File: src/rtl/keypad_scanner.sv
// 4x4 matrix keypad scanner: drives one row at a time, debounces press and release,
// and emits a single keypad_enable pulse with the key code per accepted press.
module keypad_scanner #(
    parameter int unsigned SCAN_DIV     = 1000,
    parameter int unsigned DEBOUNCE_CNT = 8
) (
    input  logic       clk,
    input  logic       reset,
    input  logic       scan_en,
    input  logic [3:0] col_in,
    output logic [3:0] row_out,
    output logic [3:0] keypad_data,
    output logic       keypad_enable,
    output logic       key_held
);

    localparam int unsigned DivW = (SCAN_DIV > 1) ? $clog2(SCAN_DIV) : 1;
    localparam int unsigned CntW = $clog2(DEBOUNCE_CNT + 1);
    localparam logic [DivW-1:0] DivLast = DivW'(SCAN_DIV - 1);
    localparam logic [CntW-1:0] CntMax  = CntW'(DEBOUNCE_CNT);
    localparam logic [CntW-1:0] CntOne  = CntW'(1);

    typedef enum logic [1:0] {StScan, StDebounce, StPressed, StRelease} state_e;

    state_e          state_q, state_d;
    logic [3:0]      col_s1_q, col_s2_q;
    logic [DivW-1:0] div_q;
    logic [1:0]      row_idx_q, row_idx_d;
    logic [1:0]      col_idx_q, col_idx_d;
    logic [CntW-1:0] cnt_q, cnt_d;
    logic [3:0]      data_q, data_d;
    logic            en_q, en_d;

    logic            tick;
    logic            any_low;
    logic [1:0]      low_col;
    logic            col_high;
    logic [CntW-1:0] cnt_inc;

    assign tick     = (div_q == DivLast);
    assign any_low  = ~&col_s2_q;
    assign col_high = col_s2_q[col_idx_q];
    assign cnt_inc  = (cnt_q == CntMax) ? cnt_q : cnt_q + CntOne;

    // Lowest-index low column wins when several are pressed on one row.
    always_comb begin
        low_col = 2'd0;
        if (!col_s2_q[0])      low_col = 2'd0;
        else if (!col_s2_q[1]) low_col = 2'd1;
        else if (!col_s2_q[2]) low_col = 2'd2;
        else if (!col_s2_q[3]) low_col = 2'd3;
    end

    always_ff @(posedge clk) begin
        if (reset) begin
            col_s1_q  <= 4'b1111;
            col_s2_q  <= 4'b1111;
            div_q     <= '0;
            state_q   <= StScan;
            row_idx_q <= 2'd0;
            col_idx_q <= 2'd0;
            cnt_q     <= '0;
            data_q    <= 4'd0;
            en_q      <= 1'b0;
        end else begin
            col_s1_q  <= col_in;
            col_s2_q  <= col_s1_q;
            div_q     <= tick ? '0 : div_q + DivW'(1);
            state_q   <= state_d;
            row_idx_q <= row_idx_d;
            col_idx_q <= col_idx_d;
            cnt_q     <= cnt_d;
            data_q    <= data_d;
            en_q      <= en_d;
        end
    end

    always_comb begin
        state_d   = state_q;
        row_idx_d = row_idx_q;
        col_idx_d = col_idx_q;
        cnt_d     = cnt_q;
        data_d    = data_q;
        en_d      = 1'b0;
        if (!scan_en) begin
            state_d = StScan;
            cnt_d   = '0;
        end else if (tick) begin
            unique case (state_q)
                StScan: begin
                    if (any_low) begin
                        col_idx_d = low_col;
                        cnt_d     = CntOne;
                        state_d   = StDebounce;
                    end else begin
                        row_idx_d = row_idx_q + 2'd1;
                    end
                end
                StDebounce: begin
                    if (!col_high) begin
                        cnt_d = cnt_inc;
                        if (cnt_inc == CntMax) begin
                            data_d  = {row_idx_q, col_idx_q};
                            en_d    = 1'b1;
                            cnt_d   = '0;
                            state_d = StPressed;
                        end
                    end else begin
                        cnt_d   = '0;
                        state_d = StScan;
                    end
                end
                StPressed: begin
                    if (col_high) begin
                        cnt_d   = CntOne;
                        state_d = StRelease;
                    end
                end
                StRelease: begin
                    if (col_high) begin
                        cnt_d = cnt_inc;
                        if (cnt_inc == CntMax) begin
                            cnt_d     = '0;
                            row_idx_d = row_idx_q + 2'd1;
                            state_d   = StScan;
                        end
                    end else begin
                        cnt_d   = '0;
                        state_d = StPressed;
                    end
                end
                default: state_d = StScan;
            endcase
        end
    end

    assign row_out       = ~(4'b0001 << row_idx_q);
    assign keypad_data   = data_q;
    assign keypad_enable = en_q;
    assign key_held      = (state_q == StPressed) || (state_q == StRelease);

endmodule

File: config.mk
export PLATFORM = sky130hd
export DESIGN_NAME = keypad_scanner
export DESIGN_NICKNAME = d
export VERILOG_FILES = /design/src/rtl/keypad_scanner.sv
export SDC_FILE = /design/constraint.sdc
export NUM_CORES = 1
export LEC_CHECK = 0
export CAP_MARGIN = 20
export CORE_ASPECT_RATIO = 0.9
export CORE_MARGIN = 2
export CORE_UTILIZATION = 45
export CTS_BUF_LIST = sky130_fd_sc_hd__clkbuf_16
export DETAILED_ROUTE_END_ITERATION = 10
export HOLD_SLACK_MARGIN = 0.03
export PLACE_DENSITY_LB_ADDON = 0.3
export SLEW_MARGIN = 25
export SYNTH_ARGS = -nofsm -noshare
export SYNTH_HDL_FRONTEND = slang
export SYNTH_SLANG_ARGS = --single-unit
File: constraint.sdc
create_clock -name clk -period 5.6 [get_ports clk]
set_clock_uncertainty 0.1 [all_clocks]
set_input_delay 0.84 -clock clk [delete_from_list [all_inputs] [get_ports clk]]
set_output_delay 0.84 -clock clk [all_outputs]
set_load 0.1 [all_outputs]
==> flow_metrics.py <==
metrics = {
    "routing": {
        "viasPerCell": 5.54,
        "drtIter0Drc": 54,
        "wirelength_mm": 3.53,
        "wl_per_cell_um": 14.0,
        "postRouteAntennaNets": 0,
        "drcViolationCount": 0,
        "detail_route.first_pass.iterations": 4,
        "vias": 1396,
    },
    "clock_network": {
        "clkTransAtPathRegs_ns": 0.05,
        "cts_tree": "done",
        "clockBufferDepth": 2,
        "cts_num_sinks": 33,
        "hold_buffers": 0,
        "cts_buffers": 5,
        "cts_setup_buffers": 0,
        "clk-insertion-delay-late_ns": 0.27,
        "h-tree-depth": 2,
        "cts.repair.resized": 0,
        "cts_root_buf": "clkbuf_16",
    },
    "finish": {
        "layout.cells.non_filler": 252,
        "areaGrowthSynthToFinish_pct": 19.3,
        "antenna_cells": 0,
        "postLayoutCellArea_um2": 2010,
        "fillCellCount": 324,
        "layout.nets": 219,
        "utilization_pct": 55.1,
        "drive_above_1_share_pct": 12.6,
    },
    "placement": {
        "pre_cts_ws_ns": 2.44,
        "port-buffer-count": 16,
        "hpwl_mm": 2.53,
        "placed_cells": 244,
        "placed_area_um2": 1880,
        "gp_congestion": 0.831,
    },
    "die": {
        "dieArea_um2": 4260,
        "fp.dieH_um": 62.1,
        "pin_count": 17,
        "die_x_um": 68.6,
        "start_util_pct": 46.2,
        "core_um2": 3650,
        "num_rows": 21,
    },
    "critical_path": {
        "worst_ep_arrival_time_ns": 2.16,
        "r2r-start": "cnt_q[0]$_SDFFE_PP0P_",
        "path_max_fanout": 7,
        "path_delay_family": "buffers and inverters",
        "timing.critical_path.buf_inv": 3,
        "startpoint_type": "flop",
        "path_cells": "inv_1 > ha_1 > inv_1 > clkdlybuf4s50_1",
        "crit_type": "reg2out",
        "cpMaxStageDelayCell": "clkdlybuf4s50_1",
        "cp-startpoint": "row_idx_q[1]$_SDFFE_PP0P_",
        "slowest_delay_ns": 1.12,
        "timing.critical_path.mode_cell": "inv_1",
        "end_kind": "primary output",
        "worstPathRequired_ns": 4.66,
    },
    "yosys": {
        "synthCells": 189,
        "yosysWarningCount": 0,
        "synth.top_cells.by_count": "33 x dfxtp_1, 25 x nor2_1, 12 x inv_1, 11 x nand3_1",
        "synth_adder_area_share_pct": 5.19,
        "synth_top_cell_by_area": "dfxtp_1",
        "ys_seq_elements": 33,
        "synth_simple_gate_area_share_pct": 29.9,
        "synth.area.top_cells": "dfxtp_1 39%, nor2_1 5.6%, ha_1 5.2%",
        "muxShareOfSynthArea_pct": 3.26,
        "synth_compound_area_share_pct": 12.4,
        "syn_nets": 203,
        "syn-cell-area_um2": 1690,
        "async_flop_share_pct": 0,
        "synth_top_family_by_area": "simple AND/OR/NAND/NOR gates",
        "syn_avg_cell_area_um2": 8.93,
        "synth_edf_count": 0,
        "synth_xor_area_share_pct": 5.71,
        "synth.most_common_cell": "dfxtp_1",
        "synth_top_area_share_pct": 39.1,
        "ys_seq_area_share_pct": 39.1,
        "ys.flop_type": "dfxtp_1",
        "synthDistinctLibCells": 53,
    },
    "grt": {
        "antenna_found_initial": 0,
        "grt-ovfl-total": 0,
        "grt_pass1_vias": 1391,
        "grt_max_degree": 24,
        "grt_pass1_wl_mm": 6.26,
        "grt_usage_pct": 19.4,
    },
    "worst_hold_path": {
        "hp-start": "col_s1_q[3]$_SDFF_PP1_",
        "hp-class": "reg2reg",
    },
    "sta": {
        "period_share_pct": 55.4,
        "hold_viol": 0,
        "drv_slew": 0,
        "tns_ns": 0,
        "worst_pin_slew_ns": 0.971,
        "rsz0062_at_grt": "no",
        "max_freq_mhz": 322,
        "final-setup-viol-count": 0,
        "post-route-min-period_ns": 3.10,
        "slew_headroom_pct": 35.1,
        "fin_ws_ns": 2.50,
    },
    "power": {
        "powerDensity_nw_per_um2": 255,
        "p_leak_nw": 0.740,
        "ir_drop_mv": 0.240,
    },
    "run_status": {
        "status": "completed",
    },
    "run": {
        "cap_viol_max_count": 0,
    },
}
report_power, final:
group	switching [mW]	internal [mW]	leakage [nW]	total [mW]
Combinational	0.0102	0.0104	0.403	0.0206
Sequential	0.00275	0.240	0.268	0.243
Clock	0.0899	0.160	0.0687	0.250
flip-flops by register name, summed over array words and instances, names as in the netlist, named ones only:
name,count
row_idx_q,2
col_idx_q,2
div_q,10
col_s1_q,4
col_s2_q,4
state_q,1
keypad_data,4
cnt_q,4
keypad_enable,1
kinds of logic after synthesis:
family	count (synthesis)
muxes	4
adders and majority gates	7
and+or+nand+nor	85
DFF	33
xor gates and xnor gates	11
buffers and inverters	19
AOI/OAI and AO/OA	30
through the flow:
| step | hold WS, ns | power, mW |
|---|---|---|
| global placement | 0.292 | 0.266 |
| floorplan | 0.289 | 0.260 |
| CTS | 0.309 | 0.519 |
| detailed placement | 0.295 | 0.267 |
| global route | 0.316 | 0.532 |
| finish | 0.304 | 0.513 |
routing by layer:
metal | share of wire (%) | vias up | track usage [%]
met4 | 1.6 | 0 | 6.75
met5 | 0 | - | 0
met2 | 50 | 34 | 31.5
met3 | 4.6 | 8 | 7.07
met1 | 44 | 658 | 23.2
li1 | - | 696 | -
worst paths after layout:
path | end | slack (ns) | cells after the start
setup / recovery | row_out[0] | 2.50 | 4
hold / removal | col_s2_q[3]$_SDFF_PP1_ | 0.30 | 1
hold reg to reg | col_s2_q[3]$_SDFF_PP1_ | 0.30 | 1
setup reg to reg | row_idx_q[0]$_SDFFE_PP0P_ | 3.18 | 7
final cells by class:
cell class	count	area [um2]	area share, %
multi-input combinational	137	952	47.3
sequential	33	661	32.8
timing repair buffer	16	160	7.96
clock buffer	5	125	6.22
tap	46	57.6	2.86
inverter	12	45.0	2.24
clock inverter	3	12.5	0.622
worst reg2reg max path, delay by kind of cell (launching register included):
kind                     cells  cell delay (ns)
flip-flops                   1             0.44
buffers and inverters        1             0.09
adder cells (fa/ha/maj)      1             0.24
AND/OR/NAND/NOR              1             0.52
AO/OA/AOI/OAI                3             0.57
multiplexers                 1             0.33
layout by cell type (no fill, tap or decap), types with 2 or more instances in the layout:
cell / netlist / final
dfxtp_1: 33 / 33
nor2_1: 25 / 25
clkdlybuf4s50_1: 0 / 16
inv_1: 12 / 12
nand3_1: 11 / 11
a21oi_1: 9 / 9
or2_2: 9 / 9
nand2_1: 8 / 8
ha_1: 7 / 7
xnor2_1: 6 / 6
xor2_1: 5 / 5
o21ai_0: 5 / 5
clkbuf_16: 0 / 5
and3_1: 4 / 4
nand4_1: 3 / 3
nor3_1: 3 / 3
nand2b_1: 2 / 2
nand4_2: 2 / 2
nand3b_1: 2 / 2
nor2b_1: 2 / 2
a211oi_1: 2 / 2
or4_1: 2 / 2
clkinv_1: 0 / 2
Power figures use the tool's default switching activity.
